## config.mk

```make
export PLATFORM = sky130hd
export DESIGN_NAME = ps2_key_decoder
export DESIGN_NICKNAME = d
export VERILOG_FILES = /design/src/rtl/ps2_key_decoder.sv
export SDC_FILE = /design/constraint.sdc
export NUM_CORES = 1
export LEC_CHECK = 0
export CAP_MARGIN = 20
export CELL_PAD_IN_SITES_DETAIL_PLACEMENT = 1
export CELL_PAD_IN_SITES_GLOBAL_PLACEMENT = 2
export CORE_ASPECT_RATIO = 0.7
export CORE_MARGIN = 3
export CORE_UTILIZATION = 40
export DETAILED_ROUTE_END_ITERATION = 8
export PLACE_DENSITY_LB_ADDON = 0.1
export SLEW_MARGIN = 15
export SYNTH_ARGS = -nofsm -noshare
export SYNTH_HDL_FRONTEND = slang
export SYNTH_SLANG_ARGS = --single-unit
```

## constraint.sdc

```tcl
create_clock -name CLK -period 2.6 [get_ports CLK]
set_input_delay 0.65 -clock CLK [delete_from_list [all_inputs] [get_ports CLK]]
set_output_delay 0.65 -clock CLK [all_outputs]
set_load 0.01 [all_outputs]
```

## src/rtl/ps2_key_decoder.sv

```systemverilog
// PS/2 set-2 receiver: raw pins to toggle-strobed {toggle,pressed,ext,code}.
// Define PS2_TYPEMATIC_FILTER_EN to drop repeated makes of a held key.
module ps2_key_decoder #(
  parameter int CLK_FREQ_HZ = 24000000,
  parameter int TIMEOUT_US  = 200,
  parameter int FILTER_LEN  = 8
) (
  input  logic        CLK,
  input  logic        RESET,
  input  logic        ps2_clk,
  input  logic        ps2_data,
  output logic [10:0] ps2_key,
  output logic        frame_err
);

  localparam int LIMIT = CLK_FREQ_HZ / 1000000 * TIMEOUT_US;
  localparam int TW = $clog2(LIMIT + 1);
  localparam int FW = $clog2(FILTER_LEN + 1);
  localparam logic [TW-1:0] TO_MAX = TW'(LIMIT - 1);
  localparam logic [FW-1:0] FILT_MAX = FW'(FILTER_LEN - 1);

  typedef enum logic [1:0] {
    S_IDLE,
    S_DATA,
    S_PARITY,
    S_STOP
  } state_t;

  logic [1:0]    clk_sync;
  logic [1:0]    dat_sync;
  logic          filt_clk;
  logic          filt_q;
  logic [FW-1:0] filt_cnt;

  always_ff @(posedge CLK or posedge RESET) begin
    if (RESET) begin
      clk_sync <= 2'b11;
      dat_sync <= 2'b11;
      filt_clk <= 1'b1;
      filt_q   <= 1'b1;
      filt_cnt <= '0;
    end else begin
      clk_sync <= {clk_sync[0], ps2_clk};
      dat_sync <= {dat_sync[0], ps2_data};
      filt_q   <= filt_clk;
      if (clk_sync[1] == filt_clk) begin
        filt_cnt <= '0;
      end else if (filt_cnt == FILT_MAX) begin
        filt_clk <= clk_sync[1];
        filt_cnt <= '0;
      end else begin
        filt_cnt <= filt_cnt + 1'b1;
      end
    end
  end

  logic fall;
  logic din;

  assign fall = filt_q & ~filt_clk;
  assign din  = dat_sync[1];

  state_t        state;
  logic [7:0]    shift;
  logic [2:0]    bit_cnt;
  logic          par;
  logic [TW-1:0] to_cnt;
  logic          timeout;
  logic          frame_ok;
  logic          stop_ok;
  logic          err;

  assign timeout  = (state != S_IDLE) && !fall && (to_cnt == TO_MAX);
  assign frame_ok = din && (^{shift, par});
  assign stop_ok  = fall && (state == S_STOP) && frame_ok;
  assign err      = timeout
                  | (fall && (state == S_IDLE) && din)
                  | (fall && (state == S_STOP) && !frame_ok);

  always_ff @(posedge CLK or posedge RESET) begin
    if (RESET) begin
      state     <= S_IDLE;
      shift     <= '0;
      bit_cnt   <= '0;
      par       <= 1'b0;
      to_cnt    <= '0;
      frame_err <= 1'b0;
    end else begin
      frame_err <= err;
      if (fall || state == S_IDLE) to_cnt <= '0;
      else to_cnt <= to_cnt + 1'b1;
      if (timeout) begin
        state <= S_IDLE;
      end else if (fall) begin
        unique case (state)
          S_IDLE: begin
            if (!din) begin
              state   <= S_DATA;
              bit_cnt <= '0;
            end
          end
          S_DATA: begin
            shift   <= {din, shift[7:1]};
            bit_cnt <= bit_cnt + 1'b1;
            if (bit_cnt == 3'd7) state <= S_PARITY;
          end
          S_PARITY: begin
            par   <= din;
            state <= S_STOP;
          end
          S_STOP: state <= S_IDLE;
          default: state <= S_IDLE;
        endcase
      end
    end
  end

  logic       ext;
  logic       rel;
  logic [2:0] skip_cnt;
  logic       is_resp;

  assign is_resp = (shift == 8'h00) || (shift == 8'hAA)
                || (shift == 8'hEE) || (shift == 8'hFA)
                || (shift == 8'hFC) || (shift == 8'hFE)
                || (shift == 8'hFF);

`ifdef PS2_TYPEMATIC_FILTER_EN
  logic [8:0] last_key;
  logic       held;
`endif

  always_ff @(posedge CLK or posedge RESET) begin
    if (RESET) begin
      ps2_key  <= '0;
      ext      <= 1'b0;
      rel      <= 1'b0;
      skip_cnt <= '0;
`ifdef PS2_TYPEMATIC_FILTER_EN
      last_key <= '0;
      held     <= 1'b0;
`endif
    end else if (err) begin
      ext      <= 1'b0;
      rel      <= 1'b0;
      skip_cnt <= '0;
    end else if (stop_ok) begin
      if (skip_cnt != 3'd0) begin
        skip_cnt <= skip_cnt - 1'b1;
      end else if (shift == 8'hE1) begin
        // pause sends E1 plus seven more bytes and has no break
        skip_cnt <= 3'd7;
        ext      <= 1'b0;
        rel      <= 1'b0;
      end else if (shift == 8'hE0) begin
        ext <= 1'b1;
      end else if (shift == 8'hF0) begin
        rel <= 1'b1;
      end else if (ext || rel || !is_resp) begin
        ext <= 1'b0;
        rel <= 1'b0;
`ifdef PS2_TYPEMATIC_FILTER_EN
        if (rel) begin
          held    <= 1'b0;
          ps2_key <= {~ps2_key[10], 1'b0, ext, shift};
        end else if (!(held && last_key == {ext, shift})) begin
          held     <= 1'b1;
          last_key <= {ext, shift};
          ps2_key  <= {~ps2_key[10], 1'b1, ext, shift};
        end
`else
        ps2_key <= {~ps2_key[10], ~rel, ext, shift};
`endif
      end
    end
  end

endmodule

```

## Word level (Yosys, flattened, before mapping)

Cells that the tools add are included.

- $add $sub $neg: 4
- Equal/unequal tests: 22
- Muxes and demuxes: 27
- Bitwise operators: 13
- Reductions and logical operators: 40

Operator list:

| cell | count |
|---|---|
| $eq 8x8->1 const B | 9 |
| $mux 3 | 5 |
| $add 13x1->13 const B | 1 |
| $eq 13x13->1 const B | 1 |
| $mux 1 | 13 |
| $mux 13 | 1 |
| $reduce_and 4->1 | 3 |
| $not 1->1 | 10 |
| $logic_or 1x1->1 | 9 |
| $ne 3x3->1 const B | 3 |
| $reduce_and 3->1 | 3 |
| $reduce_xor 9->1 | 1 |
| $logic_and 1x1->1 | 8 |
| $logic_not 8->1 | 1 |
| $mux 2 | 4 |
| $mux 4 | 2 |
| $pmux 2 s4 | 1 |
| $reduce_bool 2->1 | 4 |
| $reduce_bool 4->1 | 2 |
| $reduce_and 7->1 | 1 |
| $pmux 3 s2 | 1 |
| $reduce_bool 3->1 | 2 |
| $add 4x1->4 const B | 1 |
| $eq 2x2->1 const B | 2 |
| 13 further kinds | 18 |

- Register bits: 54
- Input port bits: 4
- Output and inout bits: 12

## Depth between registers and ports, before layout

- Depth after elaboration: 16
- Depth in mapped cells: 7
- Gate-level depth less buffers: 7

## Least setup slack after synthesis

Ideal clock, no wire load.

- Kind: register to register
- Start point: register shift[4]
- End point: register ps2_key[0]
- Setup time: 0.125 ns
- Arrival time: 1.961 ns
- Slack: 0.514 ns
- Stages on the path, launching flop included: 8
- Path through: dfrtp_1 clkbuf_1 xnor2_1 xnor3_2 mux2i_4 nand4_4 buf_6 mux2_4

- Cells in the longest elaborated chain, start to end: 10
- Elaborated cells on any way between the ends: 29
- Classes of those cells: eq/ne: 9; bitwise: 5; reduce/logical: 15

Ends and longest elaborated chain:

| item | RTL line | RTL |
|---|---|---|
| start, declared | 64 | `logic [7:0] shift;` |
| start signal, assigned | 103 | `shift <= {din, shift[7:1]};` |
| $eq 8x8->1 or $logic_not 8->1 (tied branches) | 123 | `assign is_resp = (shift == 8'h00) \|\| (shift == 8'hAA)` |
| $logic_or 1x1->1 | 123 |  |
| $logic_or 1x1->1 (2 in a row) | 124 | `\|\| (shift == 8'hEE) \|\| (shift == 8'hFA)` |
| $logic_or 1x1->1 (2 in a row) | 125 | `\|\| (shift == 8'hFC) \|\| (shift == 8'hFE)` |
| $logic_or 1x1->1 | 126 | `\|\| (shift == 8'hFF);` |
| $logic_not 1->1 | 159 | `end else if (ext \|\| rel \|\| !is_resp) begin` |
| $logic_or 1x1->1 | 159 |  |
| $reduce_and 7->1 (no line) * | n/a |  |
| end signal, assigned | 172 | `ps2_key <= {~ps2_key[10], ~rel, ext, shift};` |
| end, declared | 12 | `output logic [10:0] ps2_key,` |

Mark *: on every way between the ends. The rest lies on a longest branch, timed or not.
A chain may end at the register's enable or synchronous reset.

## Worst setup path in the final report

- Start point: register shift[2]
- End point: register skip_cnt[0]

- Cells in the longest elaborated chain, start to end: 7
- Elaborated cells on any way between the ends: 11
- Classes of those cells: eq/ne: 1; mux: 1; bitwise: 1; reduce/logical: 8

Ends and longest elaborated chain:

| item | RTL line | RTL |
|---|---|---|
| $reduce_xor 9->1 | 74 | `assign frame_ok = din && (^{shift, par});` |
| $logic_and 1x1->1 | 74 |  |
| $logic_not 1->1 | 78 | `\| (fall && (state == S_STOP) && !frame_ok);` |
| $logic_and 1x1->1 | 78 |  |
| $or 1x1->1 | 78 |  |
| $reduce_bool 3->1 (no line) or $reduce_bool 2->1 (tied branches) | n/a |  |
| $reduce_and 2->1 (no line) | n/a |  |
| end signal, assigned | 149 | `skip_cnt <= skip_cnt - 1'b1;` |
| end, declared | 120 | `logic [2:0] skip_cnt;` |

Several ways; a longest one is shown, not always the timed one.

==> metrics.md <==
| Metric | Value |
|---|---|
| Net Count, Synth | `249` |
| Synthesis Warnings | `0` |
| Vias in the first global route | `1768` |
| Synth Cell Area | `0.002696 mm²` |
| Place WS | `205.2 ps` |
| Die area | `0.007777 mm²` |
| CTS tree | `built` |
| GRT Overall Usage | `15.42%` |
| Clk pwr share | `22.9%` |
| Pin count of the biggest net entering global routing | `25` |
| Worst R2R Start | `shift[2]` |
| Initial DRC Count | `53` |
| Slew @ Worst Pin | `813.8 ps` |
| Main combinational cell family by area after synthesis | `simple AND/OR/NAND/NOR gates` |
| Critical R2R Capture | `skip_cnt[0]` |
| XOR/XNOR share of the synthesized area | `7.239%` |
| Slew Viols, Final | `0` |
| Root buf cell | `clkbuf_8` |
| Yosys top cell area share | `44.55%` |
| Compound-gate portion of the synthesized area | `6.404%` |
| H-tree depth | `2` |
| Die X | `104.1 µm` |
| CP cell instances | `xor2_1, xnor3_2, mux2i_4, buf_4, a31oi_2, mux2i_1` |
| Post-Synth Simple-Gate Area | `16.94%` |
| Share of layout cells above drive strength 1 | `19.29%` |
| First-pass GRT wire length | `9349 µm` |
| ANT cells | `0` |
| Combinational Power Share | `33.4%` |
| Later-pin clock latency in the skew report | `320 ps` |
| Int Power | `1.698 mW` |
| Worst path max stage delay | `510 ps` |
| Setup TNS | `0 ps` |
| HPWL after detailed placement | `3930 µm` |
| Reg2Reg Depth | `6` |
| CP max FO | `8` |
| Min-delay src | `dat_sync[0]` |
| Hold WC Path Type | `reg -> reg` |
| Seq cells post-synth | `54` |
| Vias | `1759` |
| Netlist cell types | `49` |
| CP required | `2840 ps` |
| Cell Pwr Density | `836.8 mW/mm²` |
| CP Capture Type | `flop` |
| Routed WL per cell | `15.63 µm` |
| Port Buf Inserts | `15` |
| Final Skew | `9.022 ps` |
| IO Count | `16` |
| Sw frac | `34.33%` |
| WHS Path Cells | `0` |
| Arr. time, crit path | `2530 ps` |
| Post-Route WL | `5391 µm` |
| Initial antenna violation count | `0` |
| Final hold violations | `0` |
| Syn avg cell area | `11.47 µm²` |
| RePlAce Congestion | `0.7609` |
| Met3 wire length | `145 µm` |
| Biggest area consumer among synthesized cells | `dfrtp_1` |
| VDD IR max | `0.0003473 V` |
| FFs w/ async S/R, synth | `100.0%` |
| Synth-to-Final Area Change | `14.62%` |
| Setup Crit Path Kind | `reg -> reg` |
| Num CTS Buffers | `5` |
| Postcts setup bufs | `0` |
| Slowest CP cell | `xnor3_2` |
| Outcome | `completed` |
| Top_reg_cell synth | `dfrtp_1` |
| RSZ-0062 raised after global routing | `false` |
| Flop pwr share | `43.6%` |
| Sequential area share after synthesis | `50.39%` |
| Final WS setup | `306.9 ps` |
| Clock buffer depth | `2` |
| Remaining DRCs | `0` |
| Final setup viols | `0` |
| Height of the die | `74.69 µm` |
| Fmax | `436.1 MHz` |
| Layout net count | `267` |
| Critical path startpoint category | `flop` |
| Cells after Synth | `235` |
| CP Buf/Inv Count | `1` |
| Drt first pass iters | `4` |
| Total gr overflow | `0` |
| R2r setup slk | `310 ps` |
| Core area | `0.006366 mm²` |
| Hold path endpoint | `dat_sync[1]` |
| Area contributors post-synth | `dfrtp_1 (45%), dfstp_2 (5.8%), mux2_2 (5.0%)` |
| Fin crit share | `88.19%` |
| Commonest cells after routing, fill and taps aside | `dfrtp_1 (48), nor2_1 (19), nand2_1 (17), clkdlybuf4s50_1 (15), nand3_1 (13)` |
| Detail Route Antenna Nets | `0` |
| Crit path max-delay family | `XOR/XNOR gates` |
| Max cap viols | `0` |
| Switch Pwr | `887.8 µW` |
| Rows | `24` |
| M1 wire length | `3000 µm` |
| Met2 Wirelength | `2159 µm` |
| Leak pwr | `1.398 nW` |
| Relative slew slack | `45.74%` |
| Mux share of post-synthesis cell area | `11.42%` |
| Reg clk slew, reported paths | `110 ps` |
| Initial Util | `42.35%` |
| Post-synth EDFFs | `0` |
| Most common cell after layout, fill and taps aside | `dfrtp_1` |
| Highest metal used | `met4` |
| Area share of fa/ha/maj cells after synthesis | `4.640%` |
| Sink Count | `54` |
| Hold-fix buffers, CTS | `0` |
| Via/cell ratio | `5.099` |
| Final Critical Period | `2293 ps` |
## worst max-delay path by stage
stage	depth (start not counted)	slack, ps	start	to
after floorplan	7	510	shift[4]	ps2_key[0]
after global placement	6	280	shift[6]	skip_cnt[1]
after detailed placement	6	210	shift[6]	skip_cnt[0]
after CTS	6	170	shift[2]	skip_cnt[0]
after global routing	6	130	shift[2]	skip_cnt[0]
final	6	310	shift[2]	skip_cnt[0]
## what timing repair did
action	in CTS	in global routing
endpoints found under the setup margin	0	1
endpoints found under the hold margin	0	0
resized for setup	0	1
## sequential cells by signal, indices dropped and copies added, names as in the netlist, 2 cells and up
register and cells:
bit_cnt 3, clk_sync 2, filt_cnt 4, to_cnt 13, dat_sync 2, shift 8, skip_cnt 3, ps2_key 11
state 2
## worst reg2reg max path, delay by kind of cell (launching register included)
family / cells / cell delay, ps
xor gates and xnor gates: 2 / 780
muxes: 2 / 460
DFF: 1 / 490
buffers and inverters: 1 / 180
AOI/OAI and AO/OA: 1 / 300
## cells in the mapped netlist, types with 2 or more instances
library cell,instances
a21boi_0,2
a21oi_1,3
a31oi_1,2
and2_1,2
and3_1,4
and4_1,2
clkbuf_1,7
dfrtp_1,48
dfstp_2,6
ha_1,10
inv_1,8
mux2_2,12
mux2_4,8
mux2i_1,3
nand2_1,17
nand2b_1,2
nand3_1,13
nand3b_1,2
nand4_1,5
nand4b_1,2
nor2_1,19
nor2b_1,4
nor3_1,4
nor3b_1,2
o211ai_1,3
o21ai_0,7
xnor2_1,8
xor2_1,9
## metal layers
metal | GRT usage [%] | vias to the layer above
met1 | 23.25 | 874
met2 | 21.74 | 20
li1 | - | 857
met4 | 6.195 | 0
met5 | 0 | -
met3 | 3.256 | 8
## per-stage QoR
step | instances | instance area (µm²) | utilization, % | hold WS (ps) | power, mW
after floorplan | 235 | 2696 | - | 345.2 | 1.763
after global placement | 337 | 2968 | 46.62 | 346.1 | 1.995
after detailed placement | 337 | 2968 | 46.62 | 347.8 | 2.025
after CTS | 345 | 3084 | 48.45 | 362.7 | 2.628
after global routing | 345 | 3090 | 48.55 | 371.5 | 2.801
final | 345 | 3090 | 48.55 | 361.8 | 2.586
## layout make-up
| type | instances | area (µm²) |
|---|---|---|
| clock buffer | 5 | 68.82 |
| clock inverter | 3 | 47.55 |
| fill | 709 | 3276 |
| inverter | 8 | 30.03 |
| multi-input combinational | 163 | 1264 |
| sequential | 54 | 1359 |
| tap | 91 | 113.9 |
| timing repair buffer | 21 | 207.7 |
## power groups by stage
stage | sequential (mW) | clock (mW) | combinational, mW
finish | 1.13 | 0.593 | 0.864
global route | 1.16 | 0.660 | 0.982
CTS | 1.13 | 0.619 | 0.876
detailed placement | 1.15 | 0 | 0.879
global placement | 1.14 | 0 | 0.851
floorplan | 1.10 | 0 | 0.665
## logic make-up after synthesis
| kind of cell | Yosys count |
|---|---|
| xor+xnor | 19 |
| simple gates | 85 |
| fa+ha+maj | 10 |
| mux | 24 |
| buf+inv | 18 |
| flops | 54 |
| compound gates | 25 |
(Power assumes the default switching activity.)
